<file path="src/rtl/score_accumulator_if.sv">
// Judge/game-control inputs and score outputs of the score accumulator.
interface score_accumulator_if;
  logic       game_start;
  logic       game_end;
  logic [3:0] hit_valid;
  logic [7:0] hit_grade;
  logic [7:0] total_Score;
  logic [7:0] combo;
  logic [7:0] max_combo;
  logic       score_changed;
  logic       playing;
  logic       done;

  modport master (
    output game_start, game_end, hit_valid, hit_grade,
    input  total_Score, combo, max_combo, score_changed, playing, done
  );

  modport slave (
    input  game_start, game_end, hit_valid, hit_grade,
    output total_Score, combo, max_combo, score_changed, playing, done
  );
endinterface

</file>
<file path="src/rtl/score_accumulator.sv">
// Rhythm-game score keeper: accumulates per-lane judgements into a saturating score,
// tracks current/best combo and sequences the IDLE/PLAY/DONE game phases.
module score_accumulator #(
  parameter int unsigned MAX_SCORE    = 99,
  parameter int unsigned PERFECT_PTS  = 2,
  parameter int unsigned GOOD_PTS     = 1,
  parameter int unsigned COMBO_THRESH = 10
) (
  input logic                 frame_clk,
  input logic                 Reset,
  score_accumulator_if.slave  bus
);

  localparam int unsigned SW = 8;
  localparam int unsigned IW = 9;
  localparam int unsigned NL = 4;
  localparam int unsigned CW = 3;

  localparam logic [1:0] IDLE = 2'd0;
  localparam logic [1:0] PLAY = 2'd1;
  localparam logic [1:0] DONE = 2'd2;

  localparam logic [1:0] G_MISS = 2'b00;
  localparam logic [1:0] G_GOOD = 2'b01;
  localparam logic [1:0] G_PERF = 2'b10;

  logic [1:0]    state_q, state_d;
  logic [SW-1:0] score_q, score_d;
  logic [SW-1:0] combo_q, combo_d;
  logic [SW-1:0] max_q, max_d;
  logic          changed_q;

  logic          count_en;
  logic          bonus;
  logic [IW-1:0] inc;
  logic [IW-1:0] score_sum;
  logic [IW-1:0] combo_sum;
  logic [CW-1:0] n_hits;
  logic          any_miss;
  logic [1:0]    grade;

  // Game phase transitions; game_start takes priority over game_end.
  always_comb begin
    state_d = state_q;
    case (state_q)
      IDLE:    if (bus.game_start) state_d = PLAY;
      PLAY:    if (bus.game_start) state_d = PLAY;
               else if (bus.game_end) state_d = DONE;
      DONE:    if (bus.game_start) state_d = PLAY;
      default: state_d = IDLE;
    endcase
  end

  // Bonus decision uses the combo held before this cycle's judgements.
  assign count_en = (state_q == PLAY) && !bus.game_start;
  assign bonus    = (combo_q >= SW'(COMBO_THRESH));

  always_comb begin
    inc      = '0;
    n_hits   = '0;
    any_miss = 1'b0;
    grade    = G_MISS;
    for (int i = 0; i < int'(NL); i++) begin
      grade = bus.hit_grade[2*i +: 2];
      if (count_en && bus.hit_valid[i]) begin
        case (grade)
          G_PERF: begin
            inc    = inc + IW'(PERFECT_PTS) + (bonus ? IW'(1) : IW'(0));
            n_hits = n_hits + CW'(1);
          end
          G_GOOD: begin
            inc    = inc + IW'(GOOD_PTS);
            n_hits = n_hits + CW'(1);
          end
          G_MISS:  any_miss = 1'b1;
          default: ;
        endcase
      end
    end
  end

  // Next score/combo values; a miss anywhere in the cycle breaks the combo.
  always_comb begin
    score_sum = IW'(score_q) + inc;
    combo_sum = IW'(combo_q) + IW'(n_hits);
    score_d   = (score_sum > IW'(MAX_SCORE)) ? SW'(MAX_SCORE) : score_sum[SW-1:0];
    if (any_miss)
      combo_d = '0;
    else if (combo_sum > IW'(255))
      combo_d = SW'(255);
    else
      combo_d = combo_sum[SW-1:0];
    max_d = (combo_d > max_q) ? combo_d : max_q;
    if (bus.game_start) begin
      score_d = '0;
      combo_d = '0;
      max_d   = '0;
    end else if (!count_en) begin
      score_d = score_q;
      combo_d = combo_q;
      max_d   = max_q;
    end
  end

  always_ff @(posedge frame_clk or posedge Reset) begin
    if (Reset) state_q <= IDLE;
    else       state_q <= state_d;
  end

  always_ff @(posedge frame_clk or posedge Reset) begin
    if (Reset) begin
      score_q   <= '0;
      combo_q   <= '0;
      max_q     <= '0;
      changed_q <= 1'b0;
    end else begin
      score_q   <= score_d;
      combo_q   <= combo_d;
      max_q     <= max_d;
      changed_q <= (score_d != score_q);
    end
  end

  assign bus.total_Score   = score_q;
  assign bus.combo         = combo_q;
  assign bus.max_combo     = max_q;
  assign bus.score_changed = changed_q;
  assign bus.playing       = (state_q == PLAY);
  assign bus.done          = (state_q == DONE);

endmodule

</file>
<file path="src/flat_wrapper.sv">
// flat-port wrapper written by rule: the top's interface ports become plain ports
module score_accumulator_flat 
#(
  parameter int unsigned MAX_SCORE    = 99,
  parameter int unsigned PERFECT_PTS  = 2,
  parameter int unsigned GOOD_PTS     = 1,
  parameter int unsigned COMBO_THRESH = 10
)
  (frame_clk, Reset, bus_game_start, bus_game_end, bus_hit_valid, bus_hit_grade, bus_total_Score, bus_combo, bus_max_combo, bus_score_changed, bus_playing, bus_done);
  score_accumulator_if bus_i ();
  input logic frame_clk;
  input logic Reset;
  input wire logic [$bits(bus_i.game_start)-1:0] bus_game_start;
  input wire logic [$bits(bus_i.game_end)-1:0] bus_game_end;
  input wire logic [$bits(bus_i.hit_valid)-1:0] bus_hit_valid;
  input wire logic [$bits(bus_i.hit_grade)-1:0] bus_hit_grade;
  output wire logic [$bits(bus_i.total_Score)-1:0] bus_total_Score;
  output wire logic [$bits(bus_i.combo)-1:0] bus_combo;
  output wire logic [$bits(bus_i.max_combo)-1:0] bus_max_combo;
  output wire logic [$bits(bus_i.score_changed)-1:0] bus_score_changed;
  output wire logic [$bits(bus_i.playing)-1:0] bus_playing;
  output wire logic [$bits(bus_i.done)-1:0] bus_done;
  assign bus_i.game_start = bus_game_start;
  assign bus_i.game_end = bus_game_end;
  assign bus_i.hit_valid = bus_hit_valid;
  assign bus_i.hit_grade = bus_hit_grade;
  assign bus_total_Score = bus_i.total_Score;
  assign bus_combo = bus_i.combo;
  assign bus_max_combo = bus_i.max_combo;
  assign bus_score_changed = bus_i.score_changed;
  assign bus_playing = bus_i.playing;
  assign bus_done = bus_i.done;
  score_accumulator #(.MAX_SCORE(MAX_SCORE), .PERFECT_PTS(PERFECT_PTS), .GOOD_PTS(GOOD_PTS), .COMBO_THRESH(COMBO_THRESH)) u_core (.frame_clk(frame_clk), .Reset(Reset), .bus(bus_i));
endmodule
</file>
<file path="config.mk">
export PLATFORM = sky130hd
export DESIGN_NAME = score_accumulator_flat
export DESIGN_NICKNAME = d
export VERILOG_FILES = /design/src/rtl/score_accumulator_if.sv /design/src/rtl/score_accumulator.sv /design/src/flat_wrapper.sv
export SDC_FILE = /design/constraint.sdc
export NUM_CORES = 1
export LEC_CHECK = 0
export CAP_MARGIN = 15
export CORE_ASPECT_RATIO = 0.8
export CORE_UTILIZATION = 35
export CTS_CLUSTER_SIZE = 8
export DETAILED_ROUTE_END_ITERATION = 10
export PLACE_DENSITY_LB_ADDON = 0.05
export SETUP_SLACK_MARGIN = 0.15
export SLEW_MARGIN = 20
export SYNTH_ARGS = -nofsm -noshare
export SYNTH_HDL_FRONTEND = slang
export SYNTH_SLANG_ARGS = --single-unit
</file>
<file path="constraint.sdc">
create_clock -name frame_clk -period 8 [get_ports frame_clk]
set_input_delay 1.6 -clock frame_clk [delete_from_list [all_inputs] [get_ports frame_clk]]
set_output_delay 1.6 -clock frame_clk [all_outputs]
set_load 0.01 [all_outputs]
</file>
**After elaboration in Yosys (flattened, before gate mapping)**

Cells that the tools add are included.

- Output and inout bits: 27
- Bits in registers: 27
- Bits of input ports: 16
- Logic and storage cells: 96

- Muxes and demuxes: 39
- Reduce and logical (&&, ||, !) cells: 20
- Order comparisons: 4
- $add $sub $neg: 15
- Equality and inequality tests: 13

Operators with widths:

| kind | count |
|---|---|
| $mux 8 | 10 |
| $pmux 9 s2 | 4 |
| $mux 9 | 4 |
| $add 9x1->9 const B | 3 |
| $add 9x2->9 const B | 3 |
| $mux 3 | 7 |
| $add 9x1->9 | 2 |
| $eq 2x1->1 const B | 5 |
| $eq 2x2->1 const B | 5 |
| $logic_not 2->1 | 5 |
| $mux 1 | 10 |
| $reduce_or 2->1 | 5 |
| $add 3x1->3 const B | 3 |
| $add 8x3->9 | 1 |
| $add 8x9->9 | 1 |
| $add 9x9->9 | 1 |
| $gt 9x7->1 const B | 1 |
| $gt 9x8->1 const B | 1 |
| $ge 8x4->1 const B | 1 |
| $gt 8x8->1 | 1 |
| $ne 8x8->1 | 1 |
| $mux 2 | 3 |
| $logic_and 1x1->1 | 5 |
| $pmux 2 s2 | 1 |
| 6 further kinds | 8 |

**Depth between registers and ports, before layout**

Gate-level depths: netlist of run 1.

- Word-level depth: 23
- Mapped depth: 31
- Gate-level depth less buffers: 30

**Least setup slack after synthesis of run 1**

Ideal clock, no wire load.

- Path kind: input to register
- From: in bus_hit_grade[0]
- To: reg u_core.changed_q (netlist: u_core.bus.score_changed)
- Required time: 7.856 ns
- Arrival time: 6.803 ns
- Setup time: 0.144 ns
- Path buffers: 0
- Setup slack: 1.052 ns
- Stages: 30
- Path through: inv_1 ha_1 nand3_1 a211oi_4 o21bai_2 ha_1 inv_1 ha_1 nand2b_1 a31oi_1 and2_1 inv_1 ha_1 nand2b_1 a211oi_1 a31oi_1 ha_1 inv_1 a22oi_1 nor2_1 a21o_1 inv_1 fa_1 nand2b_1 a211oi_1 o32ai_1 or2_1 o311a_1 a2111oi_0 o211ai_1

- Word-level cells in the longest chain between the ends: 21
- Elaborated cells on any way between the ends: 25
- Classes of those cells: add/sub (10); order compare (1); eq/ne (3); mux (11)

RTL lines:

| element | RTL line | text |
|---|---|---|
| from (decl) | flat_wrapper.sv:16 | `input wire logic [$bits(bus_i.hit_grade)-1:0] bus_hit_grade;` |
| $eq 2x1->1 or $eq 2x2->1 (tied branches) | score_accumulator.sv:66 | `case (grade)` |
| $pmux 9 s2 * | score_accumulator.sv:66 |  |
| $mux 9 * | score_accumulator.sv:65 | `if (count_en && bus.hit_valid[i]) begin` |
| $add 9x2->9 | score_accumulator.sv:68 | `inc = inc + IW'(PERFECT_PTS) + (bonus ? IW'(1) : IW'(0));` |
| $add 9x1->9 | score_accumulator.sv:68 |  |
| $pmux 9 s2 | score_accumulator.sv:66 |  |
| $mux 9 * | score_accumulator.sv:65 |  |
| $add 9x2->9 | score_accumulator.sv:68 |  |
| (+5 left out) | - |  |
| $pmux 9 s2 | score_accumulator.sv:66 |  |
| $mux 9 * | score_accumulator.sv:65 |  |
| $add 8x9->9 * | score_accumulator.sv:84 | `score_sum = IW'(score_q) + inc;` |
| $gt 9x7->1 | score_accumulator.sv:86 | `score_d = (score_sum > IW'(MAX_SCORE)) ? SW'(MAX_SCORE) : score_sum[SW-1:0];` |
| $mux 8 * | score_accumulator.sv:86 |  |
| $mux 8 * | score_accumulator.sv:98 | `end else if (!count_en) begin` |
| $mux 8 * | score_accumulator.sv:94 | `if (bus.game_start) begin` |
| $ne 8x8->1 * | score_accumulator.sv:120 | `changed_q <= (score_d != score_q);` |
| to (signal assigned) | score_accumulator.sv:120 |  |
| to (decl) | score_accumulator.sv:31 | `logic changed_q;` |

Mark *: on every way between the ends. The rest lies on a longest branch, timed or not.
A chain may end at the register's enable or synchronous reset.

**Worst setup path in the final report of run 1**

Same ends and word-level chain as after synthesis.

==> flow_summary.yaml, run 1 <==
floorplan:
  die_area_mm2: 0.00872
  core_mm2: 0.00802
  num_rows: 29
  die_h_um: 83.7
  pin_count: 43
  start_util_pct: 36.4
  die-width_um: 104
timing:
  drv_slew: 0
  setup_tns_ns: 0
  fmax_mhz: 134
  timing.final.crit_share_pct: 93.3
  final-setup-viol-count: 0
  setup_slack_ns: 0.539
  fin_skew_ns: 0.00238
  period_needed_ns: 7.46
  relSlewSlack_pct: 52.8
  worst_slew_pin_slew_ns: 0.707
  finalHoldViolations: 0
  grt_setup_unrepaired: "yes"
clocking:
  clkSlewWorstSetupHoldPaths_ns: 0.11
  h-tree-depth: 1
  clk_path_buf_depth: 2
  clk_latency_ns: 0.28
  cts_root_buf: "clkbuf_8"
  cts.sinks: 27
  cts_buffers: 3
  cts_tree: "done"
synth:
  synth.most_common_cell: "inv_1"
  synth_commonest_cells: "inv_1, ha_1, nand2_1"
  synth_top_area_share_pct: 23.1
  syn-mean-instance-area_um2: 8.01
  synth_flop_cell: "dfrtp_1"
  yosys.area.top_type: "dfrtp_1"
  async_reset_ff_share_pct: 100
  synth_seq_area_share_pct: 23.1
  synth_nets: 423
  yosys-top-cells-area: "dfrtp_1, ha_1, inv_1"
  yosys_warnings: 0
  synth.distinct_cells: 61
  synth-edff-count: 0
  netlist_instances: 365
  netlist_area_mm2: 0.00292
  synth_seq_cells: 27
min_path:
  min_path_cells: 1
  hold_path_class: "reg2reg"
setup_path:
  crit_required_ns: 8.16
  cp-end-kind: "flop"
  arrival_ns: 7.62
  worst_r2r_path_depth: 27
  cpMostUsedCell: "ha_1"
  crit_fanout: 6
  worstSetupPathType: "in2reg"
  crit_path_max_incr_delay_ns: 0.48
  slowest_stage: "clkdlybuf4s50_1"
  critPathLaunchType: "primary input"
global_route:
  track_usage_pct: 18.2
  grt_pass1_wl_mm: 12.9
  grt_pass1_vias: 2537
  antenna_found_initial: 0
  grt_overflow: 0
  grt_max_degree: 29
route:
  drt-total-wl_mm: 7.65
  num_vias: 2710
  route.detailed.drc: 0
  viasPerCell: 5.23
  drt-initial-drc-count: 167
  ant_nets: 0
  first_pass_iters: 4
  wl_per_cell_um: 14.8
power:
  power_leakage_nw: 1.58
  irDropWorstVdd_v: 0.0000703
  p_per_area_mw_per_mm2: 99.7
layout:
  nets: 469
  nFillCells: 816
  fin_area_mm2: 0.00360
  fin_util_pct: 44.9
  diodes: 0
  area_growth_pct: 23.1
  multiInputGateArea_mm2: 0.00208
  final_layout_size_suffix_gt1_share_pct: 7.80
  regArea_um2: 676
place:
  place.gp.congestion: 0.852
  dp_hpwl_mm: 5.82
  placed_area_mm2: 0.00348
  place_ws_ns: 0.0465
  portBuffers: 42
job:
  max-cap-violations: 0
status:
  status: "complete, no violations"
## sequential cells by signal (all words and copies together), names as in the netlist
register / cells
u_core.bus.total_Score: 8
u_core.state_q: 2
u_core.bus.score_changed: 1
u_core.bus.max_combo: 8
u_core.bus.combo: 8
## power by group
group / internal, mW / total [mW] / switching, mW
sequential: 0.141 / 0.147 / 0.00584
combinational: 0.0556 / 0.125 / 0.0698
clock: 0.0367 / 0.0858 / 0.0491
total: 0.234 / 0.358 / 0.125
## worst max-delay path: cells and delay by family
kind                     cells  cell delay, ns
AO/OA/AOI/OAI               10            2.17
adder cells (fa/ha/maj)      6            1.62
buffers and inverters        4            0.62
multiplexers                 1            0.28
AND/OR/NAND/NOR              9            1.32
## layer usage
layer	up-vias	part of all wire, %	track usage, %
li1	1384	-	-
met1	1261	56	29.1
met2	63	40	26.1
met3	2	3.2	2.34
met4	0	0.31	1.95
met5	-	0	0
## layout make-up
cell class / count / share of cell area (%)
inverters: 44 / 4.59
clock buffers: 3 / 1.15
flip-flops and latches: 27 / 18.8
well taps: 108 / 3.76
multi-input cells: 284 / 57.9
clock inverters: 1 / 0.243
repair buffers: 51 / 13.6
## final timing paths
| kind | startpoint | endpoint | slack, ns |
|---|---|---|---|
| worst max-delay path | bus_hit_grade[0] | u_core.bus.score_changed | 0.54 |
| worst min-delay path | u_core.state_q[1] | u_core.state_q[0] | 0.48 |
| worst max register to register | u_core.bus.combo[7] | u_core.bus.score_changed | 1.87 |
| worst min register to register | u_core.state_q[1] | u_core.state_q[0] | 0.48 |
| max in group asynchronous | Reset | u_core.bus.total_Score[2] | 5.92 |
| min in group asynchronous | Reset | u_core.bus.max_combo[7] | 1.69 |
## metrics by stage
stage / std cells / hold slack, ns / power [mW]
6_report: 518 / 0.485 / 0.358
5_1_grt: 518 / 0.534 / 0.383
4_1_cts: 515 / 0.489 / 0.358
3_5_place_dp: 511 / 0.472 / 0.270
3_3_place_gp: 511 / 0.467 / 0.270
2_1_floorplan: 365 / 0.444 / 0.226
## kinds of logic after synthesis
family	after synthesis	synth area share, %
AO/OA/AOI/OAI	94	22.3
multiplexers	15	5.27
flip-flops	27	23.1
XOR/XNOR	10	3.00
buffers and inverters	54	7.19
AND/OR/NAND/NOR	123	20.6
adder cells (fa/ha/maj)	42	18.5
## what timing repair did
item	CTS	global route
setup buffers	0	3
setup endpoints to repair	0	13
hold buffers	0	0
resized for setup	0	10
## cell usage in the layout (no fill, tap or decap), drive strengths merged, types with 4 or more instances in the layout
| cell | count |
|---|---|
| a211oi | 7 |
| a21o | 5 |
| a21oi | 30 |
| a22oi | 7 |
| buf | 9 |
| clkdlybuf4s50 | 42 |
| dfrtp | 27 |
| ha | 40 |
| inv | 45 |
| mux2i | 12 |
| nand2 | 37 |
| nand2b | 9 |
| nand3 | 9 |
| nor2 | 32 |
| nor2b | 4 |
| nor3 | 9 |
| o21a | 5 |
| o21ai | 13 |
| xnor2 | 4 |
| xor2 | 6 |
No activity file was read; power rests on OpenSTA's default activity.
==> run 2, diff against run 1 <==
Clock period 8 ns to 8.1 ns, I/O delays scaled along.
==> run 2 against run 1 <==
Critical path depth decreased by 1; sequential cell count stayed put; sequential power hardly changed; cell count shrank 0.77%; register-to-register slack better by 0.02 ns; global-route usage increased by 0.41 points; wire length up 1.4%; utilization down 0.56 points; count of clock-buffer cells in the layout unchanged; sequential share of layout area is 0.24 points higher; critical endpoint unchanged; highest routed layer unchanged.
==> flow_summary.yaml, run 2 (synthesis results as in run 1) <==
status:
  status: "complete, no violations"
route:
  wl_per_cell_um: 15.1
  first_pass_iters: 5
  route.detailed.drc: 0
  viasPerCell: 5.30
  drt-initial-drc-count: 119
  num_vias: 2722
  drt-total-wl_mm: 7.75
  ant_nets: 0
setup_path:
  cp-end-kind: "flop"
  crit_path_max_incr_delay_ns: 0.49
  cpMostUsedCell: "ha_1"
  slowest_stage: "clkdlybuf4s50_1"
  critPathLaunchType: "primary input"
  arrival_ns: 7.80
  r2r_slack_ns: 1.89
  r2r_end: "u_core.bus.score_changed"
  crit_required_ns: 8.26
  worst_r2r_path_depth: 26
  crit_fanout: 6
  r2r-start: "u_core.state_q[1]"
  worstSetupPathType: "in2reg"
timing:
  drv_slew: 0
  period_needed_ns: 7.64
  whs_ns: 0.482
  setup_tns_ns: 0
  final-setup-viol-count: 0
  grt_setup_unrepaired: "yes"
  timing.final.crit_share_pct: 94.3
  relSlewSlack_pct: 52.1
  finalHoldViolations: 0
  worst_slew_pin_slew_ns: 0.718
  fmax_mhz: 131
  fin_skew_ns: 0.00177
  setup_slack_ns: 0.464
place:
  dp_hpwl_mm: 5.91
  portBuffers: 42
  place_ws_ns: 0.135
  place.gp.congestion: 0.841
  place_inst: 510
  placed_area_mm2: 0.00347
clocking:
  clk_latency_ns: 0.29
  clkSlewWorstSetupHoldPaths_ns: 0.11
  cts_buffers: 3
  cts_tree: "done"
  h-tree-depth: 1
  clk_path_buf_depth: 2
  cts_root_buf: "clkbuf_8"
  cts_setup_buffers: 0
  cts.sinks: 27
power:
  irDropWorstVdd_v: 0.0000612
  power_mw: 0.355
  power_leakage_nw: 1.56
  p_per_area_mw_per_mm2: 99.9
floorplan:
  core_mm2: 0.00802
  die_area_mm2: 0.00872
  pin_count: 43
  die-width_um: 104
  start_util_pct: 36.4
  num_rows: 29
  die_h_um: 83.7
global_route:
  grt_max_degree: 30
  grt_pass1_wl_mm: 13.2
  track_usage_pct: 18.6
  grt_overflow: 0
  grt_pass1_vias: 2649
  antenna_found_initial: 0
layout:
  fin_util_pct: 44.3
  final_layout_size_suffix_gt1_share_pct: 5.91
  fin_area_mm2: 0.00355
  multiInputGateArea_mm2: 0.00207
  regArea_um2: 676
  nFillCells: 829
  diodes: 0
  final_cells: 514
  nets: 465
  area_growth_pct: 21.5
  mostFrequentLayoutCells: "inv_1, clkdlybuf4s50_1, ha_1"
min_path:
  hold_path_class: "reg2reg"
  worstHoldEndpoint: "u_core.state_q[0]"
  worstHoldStart: "u_core.state_q[1]"
  min_path_cells: 1
job:
  max-cap-violations: 0
[run 2: changes by cell type in the layout (fill, tap and decap cells not counted), sizes merged]
cell	change
buf	-4
[run 2: area by class of cell]
class,instances,area share (%)
inverter,44,4.65
multi-input combinational,284,58.2
sequential,27,19.0
clock buffer,3,1.16
tap,108,3.80
timing repair buffer,47,12.9
clock inverter,1,0.247
[run 2: where the power goes]
part	total, mW	internal [mW]	switching [mW]	leakage, nW
registers	0.145	0.140	0.00543	0.372
clock network	0.0881	0.0363	0.0518	0.0261
logic	0.122	0.0534	0.0682	1.16
total	0.355	0.229	0.125	1.56
[run 2: worst max path at each step]
stage,start,to
CTS,bus_hit_grade[1],u_core.bus.score_changed
floorplan,bus_hit_grade[0],u_core.bus.score_changed
detailed placement,bus_hit_grade[0],u_core.bus.score_changed
global placement,bus_hit_grade[0],u_core.bus.score_changed
global route,bus_hit_grade[0],u_core.bus.score_changed
finish,bus_hit_grade[1],u_core.bus.score_changed
[run 2: critical path, delay by kind of cell]
family | cells | cell delay (ns)
multiplexers | 1 | 0.30
adder cells (fa/ha/maj) | 6 | 1.64
AND/OR/NAND/NOR | 8 | 1.34
AO/OA/AOI/OAI | 10 | 2.26
buffers and inverters | 4 | 0.65
[run 2: what timing repair did]
| action | CTS | global route |
|---|---|---|
| resized for setup | 0 | 6 |
| hold buffers | 0 | 0 |
| endpoints found under the setup margin | 0 | 10 |
[run 2: layer usage]
| layer | part of all wire (%) | wire [um] | track usage, % | vias to the layer above |
|---|---|---|---|---|
| met4 | 0.53 | 41 | 2.47 | 0 |
| li1 | - | - | - | 1376 |
| met2 | 41 | 3210 | 27.9 | 68 |
| met5 | 0 | 0 | 0 | - |
| met1 | 54 | 4180 | 28.4 | 1270 |
| met3 | 4.2 | 324 | 2.73 | 8 |
